[src/rtl/io_pkg.sv]
// Shared types and constants for the basic-computer I/O controller.
package io_pkg;

    // Default character width for INPR/OUTR.
    localparam int unsigned DATA_W_DEF = 8;

    // Output-path handshake states.
    typedef enum logic {
        IDLE = 1'b0,
        SEND = 1'b1
    } out_state_t;

    // Flag values seen right after reset.
    localparam logic FGO_RST = 1'b1;
    localparam logic FGI_RST = 1'b0;

endpackage

[src/rtl/io_sync_fifo.sv]
// Single-clock FIFO buffering input-device characters; head is read combinationally.
module io_sync_fifo #(
    parameter int unsigned WIDTH = 8,
    parameter int unsigned DEPTH = 4
) (
    input  logic                     clock,
    input  logic                     reset,
    input  logic                     push,
    input  logic                     pop,
    input  logic [WIDTH-1:0]         wr_data,
    output logic                     full,
    output logic                     empty,
    output logic [$clog2(DEPTH):0]   count,
    output logic [WIDTH-1:0]         head
);

    localparam int unsigned AW = $clog2(DEPTH);
    localparam int unsigned CW = AW + 1;
    localparam logic [AW-1:0] PTR_ONE = 1;
    localparam logic [CW-1:0] CNT_ONE = 1;

    logic [WIDTH-1:0] mem [DEPTH];
    logic [AW-1:0]    wr_ptr;
    logic [AW-1:0]    rd_ptr;
    logic             do_push;
    logic             do_pop;

    assign full    = (count == CW'(DEPTH));
    assign empty   = (count == '0);
    assign do_push = push & ~full;
    assign do_pop  = pop & ~empty;
    assign head    = mem[rd_ptr];

    // Storage write at the tail; contents need no reset since count gates visibility.
    always_ff @(posedge clock) begin
        if (do_push) begin
            mem[wr_ptr] <= wr_data;
        end
    end

    // Pointers wrap naturally at AW bits; count tracks occupancy.
    always_ff @(posedge clock) begin
        if (reset) begin
            wr_ptr <= '0;
            rd_ptr <= '0;
            count  <= '0;
        end else begin
            if (do_push) begin
                wr_ptr <= wr_ptr + PTR_ONE;
            end
            if (do_pop) begin
                rd_ptr <= rd_ptr + PTR_ONE;
            end
            case ({do_push, do_pop})
                2'b10:   count <= count + CNT_ONE;
                2'b01:   count <= count - CNT_ONE;
                default: count <= count;
            endcase
        end
    end

endmodule

[src/rtl/io_interface.sv]
// Basic-computer I/O controller: input FIFO (INPR/FGI), output register
// with device handshake (OUTR/FGO), overrun flag and interrupt request.
module io_interface
    import io_pkg::*;
#(
    parameter int unsigned DATA_W     = DATA_W_DEF,
    parameter int unsigned FIFO_DEPTH = 4
) (
    input  logic              clock,
    input  logic              reset,
    input  logic [DATA_W-1:0] dev_in_data,
    input  logic              dev_in_valid,
    output logic              dev_in_ready,
    output logic [DATA_W-1:0] dev_out_data,
    output logic              dev_out_valid,
    input  logic              dev_out_ready,
    input  logic              inp_rd,
    input  logic              out_wr,
    input  logic [DATA_W-1:0] out_data,
    input  logic              IEN,
    output logic [DATA_W-1:0] INPR,
    output logic              FGI,
    output logic              FGO,
    output logic              irq,
    output logic              out_overrun
);

    localparam int unsigned CW = $clog2(FIFO_DEPTH) + 1;

    logic              fifo_full;
    logic              fifo_empty;
    logic [CW-1:0]     fifo_count;
    logic [DATA_W-1:0] fifo_head;
    logic              fifo_push;
    logic              fifo_pop;

    out_state_t        state_q;
    out_state_t        state_d;
    logic [DATA_W-1:0] outr_q;
    logic              load_outr;
    logic              overrun_set;

    // Ready is withheld while full even if a pop happens this cycle.
    assign dev_in_ready = ~fifo_full & ~reset;
    assign fifo_push    = dev_in_valid & dev_in_ready;
    assign fifo_pop     = inp_rd & FGI;

    io_sync_fifo #(
        .WIDTH (DATA_W),
        .DEPTH (FIFO_DEPTH)
    ) u_fifo (
        .clock   (clock),
        .reset   (reset),
        .push    (fifo_push),
        .pop     (fifo_pop),
        .wr_data (dev_in_data),
        .full    (fifo_full),
        .empty   (fifo_empty),
        .count   (fifo_count),
        .head    (fifo_head)
    );

    assign FGI          = (fifo_count != '0);
    assign INPR         = fifo_empty ? '0 : fifo_head;
    assign dev_out_data = outr_q;
    assign irq          = IEN & (FGI | FGO);

    // Output FSM state register.
    always_ff @(posedge clock) begin
        if (reset) begin
            state_q <= IDLE;
        end else begin
            state_q <= state_d;
        end
    end

    // Output FSM next state, flags and load/overrun strobes.
    always_comb begin
        state_d       = state_q;
        FGO           = 1'b0;
        dev_out_valid = 1'b0;
        load_outr     = 1'b0;
        overrun_set   = 1'b0;
        case (state_q)
            IDLE: begin
                FGO = FGO_RST;
                if (out_wr) begin
                    load_outr = 1'b1;
                    state_d   = SEND;
                end
            end
            SEND: begin
                dev_out_valid = 1'b1;
                overrun_set   = out_wr;
                if (dev_out_ready) begin
                    state_d = IDLE;
                end
            end
            default: state_d = IDLE;
        endcase
    end

    // OUTR holds its value after a transfer; overrun is sticky until reset.
    always_ff @(posedge clock) begin
        if (reset) begin
            outr_q      <= '0;
            out_overrun <= 1'b0;
        end else begin
            if (load_outr) begin
                outr_q <= out_data;
            end
            if (overrun_set) begin
                out_overrun <= 1'b1;
            end
        end
    end

endmodule

[config.mk]
export PLATFORM = sky130hd
export DESIGN_NAME = io_interface
export DESIGN_NICKNAME = d
export VERILOG_FILES = /design/src/rtl/io_pkg.sv /design/src/rtl/io_sync_fifo.sv /design/src/rtl/io_interface.sv
export SDC_FILE = /design/constraint.sdc
export NUM_CORES = 1
export LEC_CHECK = 0
export ABC_CLOCK_PERIOD_IN_PS = 2100
export CAP_MARGIN = 20
export CORE_ASPECT_RATIO = 0.75
export CORE_MARGIN = 1.5
export CORE_UTILIZATION = 45
export DETAILED_ROUTE_END_ITERATION = 8
export GPL_TIMING_DRIVEN = 0
export MAX_ROUTING_LAYER = met4
export PLACE_DENSITY = 0.75
export SYNTH_ARGS = -nofsm -noshare
export SYNTH_HDL_FRONTEND = slang
export SYNTH_HIERARCHICAL = 1
export SYNTH_SLANG_ARGS = --single-unit
[constraint.sdc]
create_clock -name clock -period 2.1 [get_ports clock]
set_input_delay 0.21 -clock clock [delete_from_list [all_inputs] [get_ports clock]]
set_output_delay 0.21 -clock clock [all_outputs]
set_load 0.02 [all_outputs]
==> out/results.tsv <==
stage	metric	value	unit
floorplanning	ioPinCount	45	
setup_path	worstSetupEndpointType	register	
clock_network	htreeDepth	2	
logic_synthesis	synthesis.area	2143	sq um
placement	place_ws	-684.6	ps
logic_synthesis	yosys_register_bits	51	
clock_network	clk_pin_slew	90	ps
clock_network	cts_tree	built	
logic_synthesis	synth_top_area_share	44.83	%
logic_synthesis	yosysUniqueCellTypes	28	
layout	nets	237	
global_route	grt_pass1_vias	1422	
floorplanning	core	4519	sq um
worst_hold_path	min_to	dev_out_data[7]	
floorplanning	dieHeight	62.77	um
layout	fill_cells	332	
timing	layout_setup_ws	-158.1	ps
logic_synthesis	avgSynthCellArea	14.10	sq um
clock_network	cts_buffer_depth	2	
clock_network	cts_root_buffer	clkbuf_8	
worst_hold_path	hold_path.class	register to register	
logic_synthesis	synth_top_area_cell	edfxtp_1	
timing	hold_viol	0	
layout	antenna_cells	0	
setup_path	cp.buffers_inverters	3	
clock_network	cts.sinks	51	
timing	finClkSkew	8.622	ps
global_route	antenna_found_initial	0	
logic_synthesis	synth_edf_count	32	
setup_path	r2r-end	u_fifo/count[2]	
placement	dp.final_hpwl	3.042	mm
logic_synthesis	yosysSeqAreaShare	62.58	%
placement	io_buffers	44	
floorplanning	dieArea	5190	sq um
layout	multi_input_area	787.0	sq um
timing	period_share	107.5	%
floorplanning	initial_core_util	47.43	%
detailed_routing	drc	0	
clock_network	holdBufCountCts	0	
placement	gp_congestion	0.8167	
detailed_routing	final_antenna_net_count	0	
setup_path	critPathMaxStageDelay	370	ps
detailed_routing	vias	1389	
floorplanning	die_w	82.69	um
layout	seqCellArea	1353	sq um
setup_path	ff2ff_path_depth	11	
status	violations	setup timing	
job	max_cap_violations	0	
logic_synthesis	syn_inst	152	
logic_synthesis	synth_fp_nets	181	
setup_path	crit_family	simple AND/OR/NAND/NOR gates	
timing	max_slew_margin	51.58	%
logic_synthesis	synthFlopType	edfxtp_1	
setup_path	rr_startpoint	u_fifo/count[0]	
worst_hold_path	hold_path_depth	2	
logic_synthesis	async_flop_share	0	%
pwr	power.density	739.9	nW/um^2
layout	layout-drive-gt1-share	20.10	%
setup_path	worst_setup_path_start_kind	register	
pwr	total_leakage_power	1.023	nW
timing	max_freq	442.9	MHz
setup_path	cp_cell_sequence	buf_4 > or3_4 > and2_4 > o31ai_2 > inv_1 > ha_2 > inv_2 > fa_2 > xor2_1 > or3_1 > a21oi_2	
setup_path	arrival	2480	ps
global_route	grt_pass1_wl	6.644	mm
clock_network	worstSkewPairLatency	290	ps
global_route	grt_overflow	0	
worst_hold_path	hp-start	dev_out_data[7]	
logic_synthesis	synth_common_cells	32 x edfxtp_1, 19 x dfxtp_1, 10 x nand2b_1, 9 x inv_1, 9 x nor2b_1	
detailed_routing	via_per_inst	5.222	
layout	fin_util	63.51	%
timing	min_period	2258	ps
detailed_routing	routedWlPerCell	15.61	um
setup_path	critPathKind	register to register	
setup_path	cp_max_fo	4	
layout	syn_to_final_growth	33.92	%
clock_network	numCtsBuffers	5	
global_route	grt_max_degree	18	
detailed_routing	drt_wl_total	4.151	mm
timing	grt_setup_unrepaired	yes	
pwr	total_power	2.124	mW
timing	tightest_slew	722.3	ps
timing	setup_viol	2	
setup_path	ff2ff_setup_slack	-160	ps
status	run_status	complete, but fails checks	
floorplanning	rows	21	
setup_path	critPathRequiredTime	2320	ps
logic_synthesis	ys_top_cells_by_area	edfxtp_1 45%, dfxtp_1 18%, mux4_2 8.4%, nand4bb_1 4.2%, ha_1 2.9%	
global_route	grt_usage	17.77	%
detailed_routing	drt_first_pass_iters	4	
setup_path	slowest_stage	dfxtp_4	
logic_synthesis	synth_most_common_cell	edfxtp_1	
detailed_routing	drtIter0Drc	50	
logic_synthesis	ys_warn_count	6	
timing	report.final.slew_viol_count	0	
pwr	vdd_drop_max	486.3	uV
==> state kept, by name (all words and copies together), names as in the netlist, named ones only <==
name and count:
u_fifo/mem 32, u_fifo/count 3, state_q 1, u_fifo/rd_ptr 2, out_overrun 1, u_fifo/wr_ptr 2
dev_out_data 8
==> what timing repair did <==
action / 4_1_cts / 5_1_grt
hold endpoints to repair: 0 / 0
gates cloned: 0 / 0
endpoints found under the setup margin: 10 / 11
resized for setup: 17 / 4
buffers inserted: 4 / 2
pin swaps: 2 / 2
==> cell families (layout without fill, tap and decap cells) <==
family          Yosys count  in the layout  share of synthesized area, %
xor+xnor                  3              3                         1.226
buf+inv                  15             72                         2.919
fa+ha+maj                 6              6                         3.853
simple gates             49             49                         15.64
flops                    51             51                         62.58
mux                       9              9                         8.873
compound gates           19             19                         4.904
==> worst max path at each step <==
| stage | startpoint | to | slack (ps) | depth (start not counted) |
|---|---|---|---|---|
| floorplan | u_fifo/count[1] | u_fifo/count[2] | -90 | 12 |
| global placement | reset | u_fifo/count[2] | -550 | 13 |
| detailed placement | reset | u_fifo/count[2] | -680 | 13 |
| CTS | u_fifo/count[1] | u_fifo/count[2] | -150 | 12 |
| global route | u_fifo/count[0] | u_fifo/count[2] | -270 | 11 |
| finish | u_fifo/count[0] | u_fifo/count[2] | -160 | 11 |
==> worst min-delay path: stages (launching register included) <==
cell and delay (ps):
dfxtp_1 320, nand2b_1 60, o21ai_1 50
==> cells in the final DEF, fill, tap and decap left out, types with 5 or more instances in the layout <==
cell,instances
buf_4,9
clkbuf_8,5
clkdlybuf4s50_1,34
dfxtp_1,16
dlygate4sd2_1,9
edfxtp_1,32
inv_1,7
mux4_2,8
nand2b_1,10
nand4bb_1,8
nor2_1,5
nor2b_1,9
o21ai_1,8
==> routing by layer <==
metal  vias up  routed length, um  track usage, %
met5         -                  0               -
met4         0                 17           3.125
met3         4                118           4.380
met2        24               2164           28.46
met1       699               1851           23.32
li1        662                  -               -
==> where the power goes <==
group	internal, mW	switching (mW)	leakage [nW]	total (mW)
Combinational	0.168	0.165	0.517	0.333
Clock	0.361	0.313	0.0587	0.674
Sequential	1.10	0.0204	0.448	1.12
Total	1.62	0.499	1.02	2.12
==> final cells by class <==
class / instances / share of cell area (%)
Sequential cell: 51 / 47.12
Multi-Input combinational cell: 86 / 27.42
Timing Repair Buffer: 50 / 16.61
Tap cell: 57 / 2.485
Clock buffer: 5 / 2.398
Clock inverter: 3 / 1.656
Inverter: 9 / 1.264
Buffer: 5 / 1.046
==> metrics by stage <==
stage               area, sq um  std cells  hold slack [ps]  TNS, ps
detailed placement         2690        253            458.7    -8882
floorplan                  2178        152            308.9   -86.50
global route               2870        266            492.2   -951.6
finish                     2870        266            472.0   -268.2
CTS                        2843        264            473.5   -303.6
global placement           2690        253            453.0    -6667
Note: power is estimated with default switching activity, not from simulation.
